--- config.mk ---
export PLATFORM = sky130hd
export DESIGN_NAME = mc_main_fsm
export DESIGN_NICKNAME = d
export VERILOG_FILES = /design/src/rtl/mc_pkg.sv /design/src/rtl/mc_cond_unit.sv /design/src/rtl/mc_main_fsm.sv
export SDC_FILE = /design/constraint.sdc
export NUM_CORES = 1
export LEC_CHECK = 0
export ABC_AREA = 1
export BUFFER_PORTS_ARGS = -buffer_cell sky130_fd_sc_hd__buf_2
export CAP_MARGIN = 20
export CELL_PAD_IN_SITES_DETAIL_PLACEMENT = 1
export CELL_PAD_IN_SITES_GLOBAL_PLACEMENT = 2
export CORE_MARGIN = 2
export CORE_UTILIZATION = 23
export CTS_BUF_LIST = sky130_fd_sc_hd__clkbuf_4 sky130_fd_sc_hd__clkbuf_8 sky130_fd_sc_hd__clkbuf_16
export CTS_CLUSTER_DIAMETER = 30
export CTS_CLUSTER_SIZE = 16
export DETAILED_ROUTE_END_ITERATION = 10
export PLACE_DENSITY_LB_ADDON = 0.1
export REMOVE_ABC_BUFFERS = 1
export SETUP_SLACK_MARGIN = 0.05
export SLEW_MARGIN = 10
export SYNTH_ARGS = -nofsm -noshare
export SYNTH_HDL_FRONTEND = slang
export SYNTH_SLANG_ARGS = --single-unit
--- constraint.sdc ---
create_clock -name clk -period 2.4 [get_ports clk]
set_input_delay 0.12 -clock clk [delete_from_list [all_inputs] [get_ports clk]]
set_output_delay 0.12 -clock clk [all_outputs]
set_load 0.05 [all_outputs]
--- src/rtl/mc_pkg.sv ---
// Shared types and encodings for the multicycle main controller:
// state enum, ALU codes, mux encodings, condition codes and the ALU command decoder.
package mc_pkg;

  typedef enum logic [3:0] {
    FETCH, DECODE, MEMADR, MEMRD, MEMWB, MEMWR, EXECR, EXECI, ALUWB, BRANCH, BLLINK
  } state_t;

  localparam logic [3:0] ALU_ADD = 4'b0000;
  localparam logic [3:0] ALU_SUB = 4'b0001;
  localparam logic [3:0] ALU_AND = 4'b0010;
  localparam logic [3:0] ALU_ORR = 4'b0011;

  localparam logic [1:0] SRCB_REG  = 2'b00;
  localparam logic [1:0] SRCB_IMM  = 2'b01;
  localparam logic [1:0] SRCB_FOUR = 2'b10;

  localparam logic [1:0] RES_ALUOUT    = 2'b00;
  localparam logic [1:0] RES_DATA      = 2'b01;
  localparam logic [1:0] RES_ALURESULT = 2'b10;

  localparam logic [3:0] COND_EQ = 4'b0000;
  localparam logic [3:0] COND_NE = 4'b0001;
  localparam logic [3:0] COND_CS = 4'b0010;
  localparam logic [3:0] COND_CC = 4'b0011;
  localparam logic [3:0] COND_MI = 4'b0100;
  localparam logic [3:0] COND_PL = 4'b0101;
  localparam logic [3:0] COND_VS = 4'b0110;
  localparam logic [3:0] COND_VC = 4'b0111;
  localparam logic [3:0] COND_HI = 4'b1000;
  localparam logic [3:0] COND_LS = 4'b1001;
  localparam logic [3:0] COND_GE = 4'b1010;
  localparam logic [3:0] COND_LT = 4'b1011;
  localparam logic [3:0] COND_GT = 4'b1100;
  localparam logic [3:0] COND_LE = 4'b1101;
  localparam logic [3:0] COND_AL = 4'b1110;

  // wb: result may be written back; cv: op produces meaningful carry/overflow
  typedef struct packed {
    logic [3:0] ctrl;
    logic       wb;
    logic       cv;
  } alu_dec_t;

  function automatic alu_dec_t alu_decode(input logic [3:0] cmd);
    alu_dec_t d;
    d = '{ctrl: ALU_ADD, wb: 1'b0, cv: 1'b0};
    case (cmd)
      4'b0100: d = '{ctrl: ALU_ADD, wb: 1'b1, cv: 1'b1};
      4'b0010: d = '{ctrl: ALU_SUB, wb: 1'b1, cv: 1'b1};
      4'b1010: d = '{ctrl: ALU_SUB, wb: 1'b0, cv: 1'b1};
      4'b0000: d = '{ctrl: ALU_AND, wb: 1'b1, cv: 1'b0};
      4'b1100: d = '{ctrl: ALU_ORR, wb: 1'b1, cv: 1'b0};
      default: d = '{ctrl: ALU_ADD, wb: 1'b0, cv: 1'b0};
    endcase
    return d;
  endfunction

endpackage

--- src/rtl/mc_cond_unit.sv ---
// Condition evaluation: {N,Z,C,V} flags register, combinational CondEx and
// the CondExR latch captured when leaving DECODE.
module mc_cond_unit
  import mc_pkg::*;
(
  input  logic       clk,
  input  logic       reset,
  input  logic [3:0] cond,
  input  logic [3:0] alu_flags,
  input  logic       decode,
  input  logic       flag_we,
  input  logic       cv_we,
  output logic       condex,
  output logic       condexr,
  output logic [3:0] flags
);

  logic n, z, c, v;
  assign {n, z, c, v} = flags;

  always_comb begin
    condex = 1'b0;
    case (cond)
      COND_EQ: condex = z;
      COND_NE: condex = ~z;
      COND_CS: condex = c;
      COND_CC: condex = ~c;
      COND_MI: condex = n;
      COND_PL: condex = ~n;
      COND_VS: condex = v;
      COND_VC: condex = ~v;
      COND_HI: condex = c & ~z;
      COND_LS: condex = ~c | z;
      COND_GE: condex = (n == v);
      COND_LT: condex = (n != v);
      COND_GT: condex = ~z & (n == v);
      COND_LE: condex = z | (n != v);
      COND_AL: condex = 1'b1;
      default: condex = 1'b0;
    endcase
  end

  always_ff @(posedge clk or posedge reset) begin
    if (reset) begin
      condexr <= 1'b0;
      flags   <= 4'b0000;
    end else begin
      if (decode)
        condexr <= condex;
      // Gated by the latched condition, so an instruction only ever sees older flags
      if (flag_we && condexr) begin
        flags[3:2] <= alu_flags[3:2];
        if (cv_we)
          flags[1:0] <= alu_flags[1:0];
      end
    end
  end

endmodule

--- src/rtl/mc_main_fsm.sv ---
// Multicycle main controller FSM. Define MC_BL_EN to add the BLLINK state
// (branch-with-link writes R14); otherwise BL behaves as a plain branch.
module mc_main_fsm
  import mc_pkg::*;
(
  input  logic       clk,
  input  logic       reset,
  input  logic [3:0] Cond,
  input  logic [1:0] Op,
  input  logic [5:0] Funct,
  input  logic [3:0] Rd,
  input  logic [3:0] ALUFlags,
  output logic       IRWrite,
  output logic       PCWrite,
  output logic       AdrSrc,
  output logic       RegWrite,
  output logic       MemWrite,
  output logic       ALUSrcA,
  output logic [1:0] ALUSrcB,
  output logic [1:0] ResultSrc,
  output logic [1:0] ImmSrc,
  output logic [1:0] RegSrc,
  output logic [3:0] ALUControl,
  output logic       BL
);

  state_t   state, next;
  alu_dec_t dec;
  logic     condex, condexr;
  logic [3:0] flags;
  logic     irwrite_n, pcwrite_n, regwrite_n, memwrite_n, bl_n;
  logic     unused_rd;

  assign unused_rd = ^Rd;
  assign dec = alu_decode(Funct[4:1]);

  mc_cond_unit u_cond (
    .clk       (clk),
    .reset     (reset),
    .cond      (Cond),
    .alu_flags (ALUFlags),
    .decode    (state == DECODE),
    .flag_we   ((state == EXECR || state == EXECI) && Funct[0]),
    .cv_we     (dec.cv),
    .condex    (condex),
    .condexr   (condexr),
    .flags     (flags)
  );

  always_ff @(posedge clk or posedge reset) begin
    if (reset) state <= FETCH;
    else       state <= next;
  end

  always_comb begin
    next       = state;
    irwrite_n  = 1'b0;
    pcwrite_n  = 1'b0;
    regwrite_n = 1'b0;
    memwrite_n = 1'b0;
    bl_n       = 1'b0;
    AdrSrc     = 1'b0;
    ALUSrcA    = 1'b0;
    ALUSrcB    = SRCB_REG;
    ResultSrc  = RES_ALUOUT;
    ALUControl = ALU_ADD;
    case (state)
      FETCH: begin
        next      = DECODE;
        irwrite_n = 1'b1;
        pcwrite_n = 1'b1;
        ALUSrcA   = 1'b1;
        ALUSrcB   = SRCB_FOUR;
        ResultSrc = RES_ALURESULT;
      end
      DECODE: begin
        ALUSrcA   = 1'b1;
        ALUSrcB   = SRCB_FOUR;
        ResultSrc = RES_ALURESULT;
        case (Op)
          2'b00:   next = Funct[5] ? EXECI : EXECR;
          2'b01:   next = MEMADR;
          2'b10:   next = BRANCH;
          default: next = FETCH;
        endcase
      end
      MEMADR: begin
        ALUSrcB    = SRCB_IMM;
        ALUControl = Funct[3] ? ALU_ADD : ALU_SUB;
        next       = Funct[0] ? MEMRD : MEMWR;
      end
      MEMRD: begin
        AdrSrc = 1'b1;
        next   = MEMWB;
      end
      MEMWB: begin
        ResultSrc  = RES_DATA;
        regwrite_n = condexr;
        next       = FETCH;
      end
      MEMWR: begin
        AdrSrc     = 1'b1;
        memwrite_n = condexr;
        next       = FETCH;
      end
      EXECR: begin
        ALUControl = dec.ctrl;
        next       = ALUWB;
      end
      EXECI: begin
        ALUSrcB    = SRCB_IMM;
        ALUControl = dec.ctrl;
        next       = ALUWB;
      end
      ALUWB: begin
        regwrite_n = condexr & dec.wb;
        next       = FETCH;
      end
      BRANCH: begin
        ALUSrcB   = SRCB_IMM;
        ResultSrc = RES_ALURESULT;
        pcwrite_n = condexr;
`ifdef MC_BL_EN
        next      = (Funct[4] && condexr) ? BLLINK : FETCH;
`else
        next      = FETCH;
`endif
      end
`ifdef MC_BL_EN
      BLLINK: begin
        bl_n       = 1'b1;
        regwrite_n = 1'b1;
        ResultSrc  = RES_ALUOUT;
        next       = FETCH;
      end
`endif
      default: next = FETCH;
    endcase
  end

  // Write strobes are held low for the whole reset pulse
  assign IRWrite  = irwrite_n  & ~reset;
  assign PCWrite  = pcwrite_n  & ~reset;
  assign RegWrite = regwrite_n & ~reset;
  assign MemWrite = memwrite_n & ~reset;
  assign BL       = bl_n       & ~reset;

  assign ImmSrc = Op;
  assign RegSrc = {Op == 2'b01, Op == 2'b10};

endmodule

# --- Word-level counts from Yosys, hierarchy flattened ---
# Cells that the tools add are included.
totals:
  regBits: 9
  latchBits: 0
  ram_bits: 0
  romBits: 0
  input_bits: 22
  output_inout_bits: 19
  word_cells: 78
  mem_count: 0
op_classes:
  add_sub_neg: 0
  multipliers: 0
  n_div: 0
  magnitude_cmp: 0
  n_eq_ne: 31
  shifts: 0
  mux: 16
  bitwise: 14
  n_reduce_logical: 13
ops:
  columns: ["op", "count"]
  rows:
  - ["== test 4 bit, second input constant", 11]
  - ["one-hot mux 4 bit (5 select lines)", 2]
  - ["== test 4 x 3 -> 1 bit, second input constant", 9]
  - ["== test 4 x 2 -> 1 bit, second input constant", 5]
  - ["one-hot mux 1 bit (15 select lines)", 1]
  - ["zero test 4 bit", 3]
  - ["one-hot mux 4 bit (3 select lines)", 1]
  - ["== test 4 x 1 -> 1 bit, second input constant", 2]
  - ["one-hot mux 2 bit (2 select lines)", 2]
  - ["one-hot mux 4 bit (2 select lines)", 1]
  - ["AND 1 bit", 7]
  - ["2-to-1 mux 1 bit", 6]
  - ["OR reduction 2 bit", 3]
  - ["OR reduction 3 bit", 2]
  - ["NOT 1 bit", 5]
  - ["one-hot mux 1 bit (2 select lines)", 2]
  - ["2-to-1 mux 3 bit", 1]
  - ["== test 2 x 1 -> 1 bit, second input constant", 1]
  - ["== test 2 bit, second input constant", 1]
  - ["logical AND 1 bit", 2]
  - ["zero test 2 bit", 1]
  - ["bitwise OR 1 bit", 2]
  - ["AND reduction 2 bit", 1]
  - ["== test 1 bit", 1]
  - ["other kinds (2)", 2]

# --- Logic depth before layout (Yosys ltp) ---
logic_depth:
  depth_word: 5
  depth_mapped: 10
  depth_no_buf: 10

# --- By module ---
# Synthesis repeated with hierarchy kept, for this count alone.
hier_totals:
  hier_cells: 149
  hier_area_um2: 880.8
by_module_without_submodules:
  columns: ["mod", "n_inst", "cells_per_inst", "area_per_inst_um2", "seq_area_each_um2"]
  rows:
  - ["mc_main_fsm", 1, 78, 475.5, 100.1]
  - ["mc_cond_unit", 1, 71, 405.4, 125.1]

# --- Worst setup path before layout ---
# No wires, ideal clock.
synth_timing:
  path_kind: "register to output"
  startpoint: "register state[3]"
  endpoint: "output ResultSrc[1]"
  arrival_ns: 1.911
  required_time_ns: 2.280
  slack_ns: 0.369
  path_stages_with_launch: 6
  n_path_buf: 0
  cell_sequence: "dfrtp_1 nor2_1 inv_1 nor2_1 inv_1 nand2_1"
synth_via:
  elab_chain_len: 3
  elab_cells_between_ends: 6
  classes_between: "eq/ne: 3; mux: 1; reduce/logical: 2"
synth_lines:
  columns: ["item", "line", "rtl"]
  rows:
  - ["from (decl)", "mc_main_fsm.sv:27", "state_t state, next;"]
  - ["from (signal assigned)", "mc_main_fsm.sv:52", "else state <= next;"]
  - ["== test 4 bit (tied with other cells)", "mc_main_fsm.sv:67", "case (state)"]
  - ["OR reduction 3 bit (no line)", null, null]
  - ["one-hot mux 2 bit (2 select lines) (*)", "mc_main_fsm.sv:67", null]
  - ["to (decl)", "mc_main_fsm.sv:20", "output logic [1:0] ResultSrc,"]
# Mark *: on every way between the ends. The rest lies on a longest branch, timed or not.

# --- Worst setup path in the final report ---
layout_timing:
  startpoint: "register state[3]"
  endpoint: "output ALUControl[0]"
layout_via:
  elab_chain_len: 3
  elab_cells_between_ends: 5
  classes_between: "eq/ne: 3; mux: 1; reduce/logical: 1"
layout_lines:
  columns: ["item", "line", "rtl"]
  rows:
  - ["== test 4 x 3 -> 1 bit", "mc_main_fsm.sv:67", null]
  - ["OR reduction 2 bit (no line)", null, null]
  - ["one-hot mux 4 bit (2 select lines) (*)", "mc_main_fsm.sv:67", null]
  - ["to (decl)", "mc_main_fsm.sv:23", "output logic [3:0] ALUControl,"]
# Marked as above.

==> qor.yml <==
critPathKind: "register to output port"
dpl_worst_slack_ns: 0.8098
power.density_mw_per_mm2: 1082
critPathMaxFanout: 5
antenna_found_initial: 0
ios: 41
cts_buffer_depth: 2
ys_seq_area_share_pct: 26.83
die_w_um: 64.42
yosys_warnings: 0
cp-end-kind: "output port"
synth_common_cells: "nand2_1, inv_1, nor2_1"
fin_tns_setup_ns: 0
row_count: 21
yosys.area.top_type_share_pct: 26.83
clock-root-buffer: "clkbuf_4"
vias: 989
synth.distinct_cells: 19
stdcell_count: 224
syn_area_per_cell_um2: 5.790
drt-total-wl_mm: 2.459
cp-start-kind: "register"
hp-class: "input pin to register"
io_buffers: 33
overflow: 0
start_util_pct: 24.58
ys_ff_latch: 9
dp_hpwl_mm: 2.096
synth_top_cell_by_area: "dfrtp_1"
placed_cells: 219
synth_cells: 145
nets: 201
area_delta_synth_final_pct: 26.53
fmax_ghz: 0.5378
drive_above_1_share_pct: 23.60
synthArstFlopShare_pct: 100.0
dieArea_mm2: 0.004149
synth_area_leaders: "dfrtp_1, nand2_1, inv_1"
h-tree-depth: 1
synth_edf_count: 0
netlist_area_um2: 839.6
yosys.cell_count.top_type: "nand2_1"
drt-initial-drc-count: 24
period_share_pct: 77.48
wl_per_cell_um: 10.98
final.setup_skew_ns: 0.005798
vias_per_cell: 4.415
hold_violations: 0
antenna_left: 0
die-height_um: 64.42
min_period_ns: 1.860
required_ns: 2.28
grt_pass1_wl_mm: 4.112
rsz0062_at_grt: "no"
synthFlopType: "dfrtp_1"
grt_max_degree: 11
maxSlewViolCount: 0
insertion_delay_ns: 0.26
antennaDiodeCount: 0
numCtsBuffers: 3
drt_pass1_iterations: 4
grt_pass1_vias: 924
max_cap_viol_count: 0
setup_ws_ns: 0.5405
clock_sinks: 9
arrival_ns: 1.74
gp_congestion: 0.7612
core_mm2: 0.003416
route.detailed.drc: 0
cts.repair.resized: 0
finalSetupViolCount: 0
leakagePower_nw: 0.6396
grt_use_total_pct: 12.44
clk_pin_slew_ns: 0.07
outcome: "finished clean"
peakVddDrop_uv: 897.1
ff2ff_setup_slack_ns: 1.10
cts_tree: "built"
-- stage by stage --
| step | power (mW) | hold slack (ns) | cell area (um2) | util, % |
|---|---|---|---|---|
| after detailed placement | 1.025 | 0.1565 | 1022 | 29.93 |
| after global routing | 1.245 | 0.09227 | 1062 | 31.10 |
| after CTS | 1.165 | 0.06881 | 1062 | 31.10 |
| after global placement | 1.020 | 0.1440 | 1022 | 29.93 |
| after floorplan | 0.8337 | -0.04406 | 799.5 | - |
| final | 1.150 | 0.08014 | 1062 | 31.10 |
-- cell type report --
type / count / area, um2
well taps: 46 / 57.56
clock buffers: 4 / 30.03
flip-flops and latches: 9 / 225.2
repair buffers: 34 / 175.2
multi-input cells: 103 / 469.2
fillers: 474 / 2354
inverters: 28 / 105.1
-- where the power goes --
group | switching, mW | leakage [nW] | internal, mW
Combinational | 0.578 | 0.520 | 0.176
Sequential | 0.0614 | 0.102 | 0.203
Clock | 0.0562 | 0.0184 | 0.0755
Total | 0.695 | 0.640 | 0.454
-- cell families after synthesis --
family | count (synthesis) | share of synthesized area, %
buffers and inverters | 35 | 18.18
other | 1 | 0.4467
AO/OA/AOI/OAI | 16 | 11.18
AND/OR/NAND/NOR | 84 | 43.37
flip-flops | 9 | 26.83
-- registers in the layout (all words and copies together), names as in the netlist --
signal and flops:
state 4, u_cond.condexr 1, u_cond.flags 4
-- path summary, 6_finish.rpt --
| kind | from | to | cells past startpoint |
|---|---|---|---|
| worst max-delay path | state[3]$_DFF_PP0_ | ALUControl[0] | 4 |
| worst max register to register | state[3]$_DFF_PP0_ | state[2]$_DFF_PP0_ | 3 |
| worst min-delay path | ALUFlags[3] | u_cond.flags[3]$_DFFE_PP0P_ | 3 |
| max in group asynchronous | reset | u_cond.flags[0]$_DFFE_PP0P_ | 3 |
| worst min register to register | u_cond.condexr$_DFFE_PP0P_ | u_cond.condexr$_DFFE_PP0P_ | 2 |
| min in group asynchronous | reset | u_cond.flags[3]$_DFFE_PP0P_ | 3 |
-- placed cells by master (no fill, tap or decap), drive strengths merged --
master | synthesis | routed
o21ai | 4 | 4
a21boi | 1 | 1
nand3 | 18 | 18
clkbuf | 0 | 4
buf | 7 | 33
nor3 | 1 | 1
o22ai | 4 | 4
dlygate4sd3 | 0 | 1
nand2 | 42 | 42
conb | 1 | 3
dfrtp | 9 | 9
o2111ai | 1 | 1
o211ai | 1 | 1
a21oi | 5 | 5
inv | 28 | 28
nor2 | 23 | 23
-- repair_timing --
| action | in CTS | in global routing |
|---|---|---|
| endpoints found under the hold margin | 9 | 0 |
| hold buffers | 1 | 0 |
| buffers inserted | 0 | 0 |
| endpoints found under the setup margin | 0 | 0 |
-- metal layers --
| metal | vias to the layer above | part of all wire [%] | track usage, % |
|---|---|---|---|
| met1 | 457 | 50 | 17.60 |
| met4 | 0 | 0.16 | 0.7979 |
| li1 | 506 | - | - |
| met2 | 24 | 44 | 19.14 |
| met5 | - | 0 | 0 |
| met3 | 2 | 5.4 | 4.340 |
-- critical path, cell delays in order, from the launching register on --
cell and delay (ns):
dfrtp_1 0.42, nor2_1 0.32, nand3_1 0.25, o22ai_1 0.21
buf_2 0.28
No activity file was read; power rests on OpenSTA's default activity.
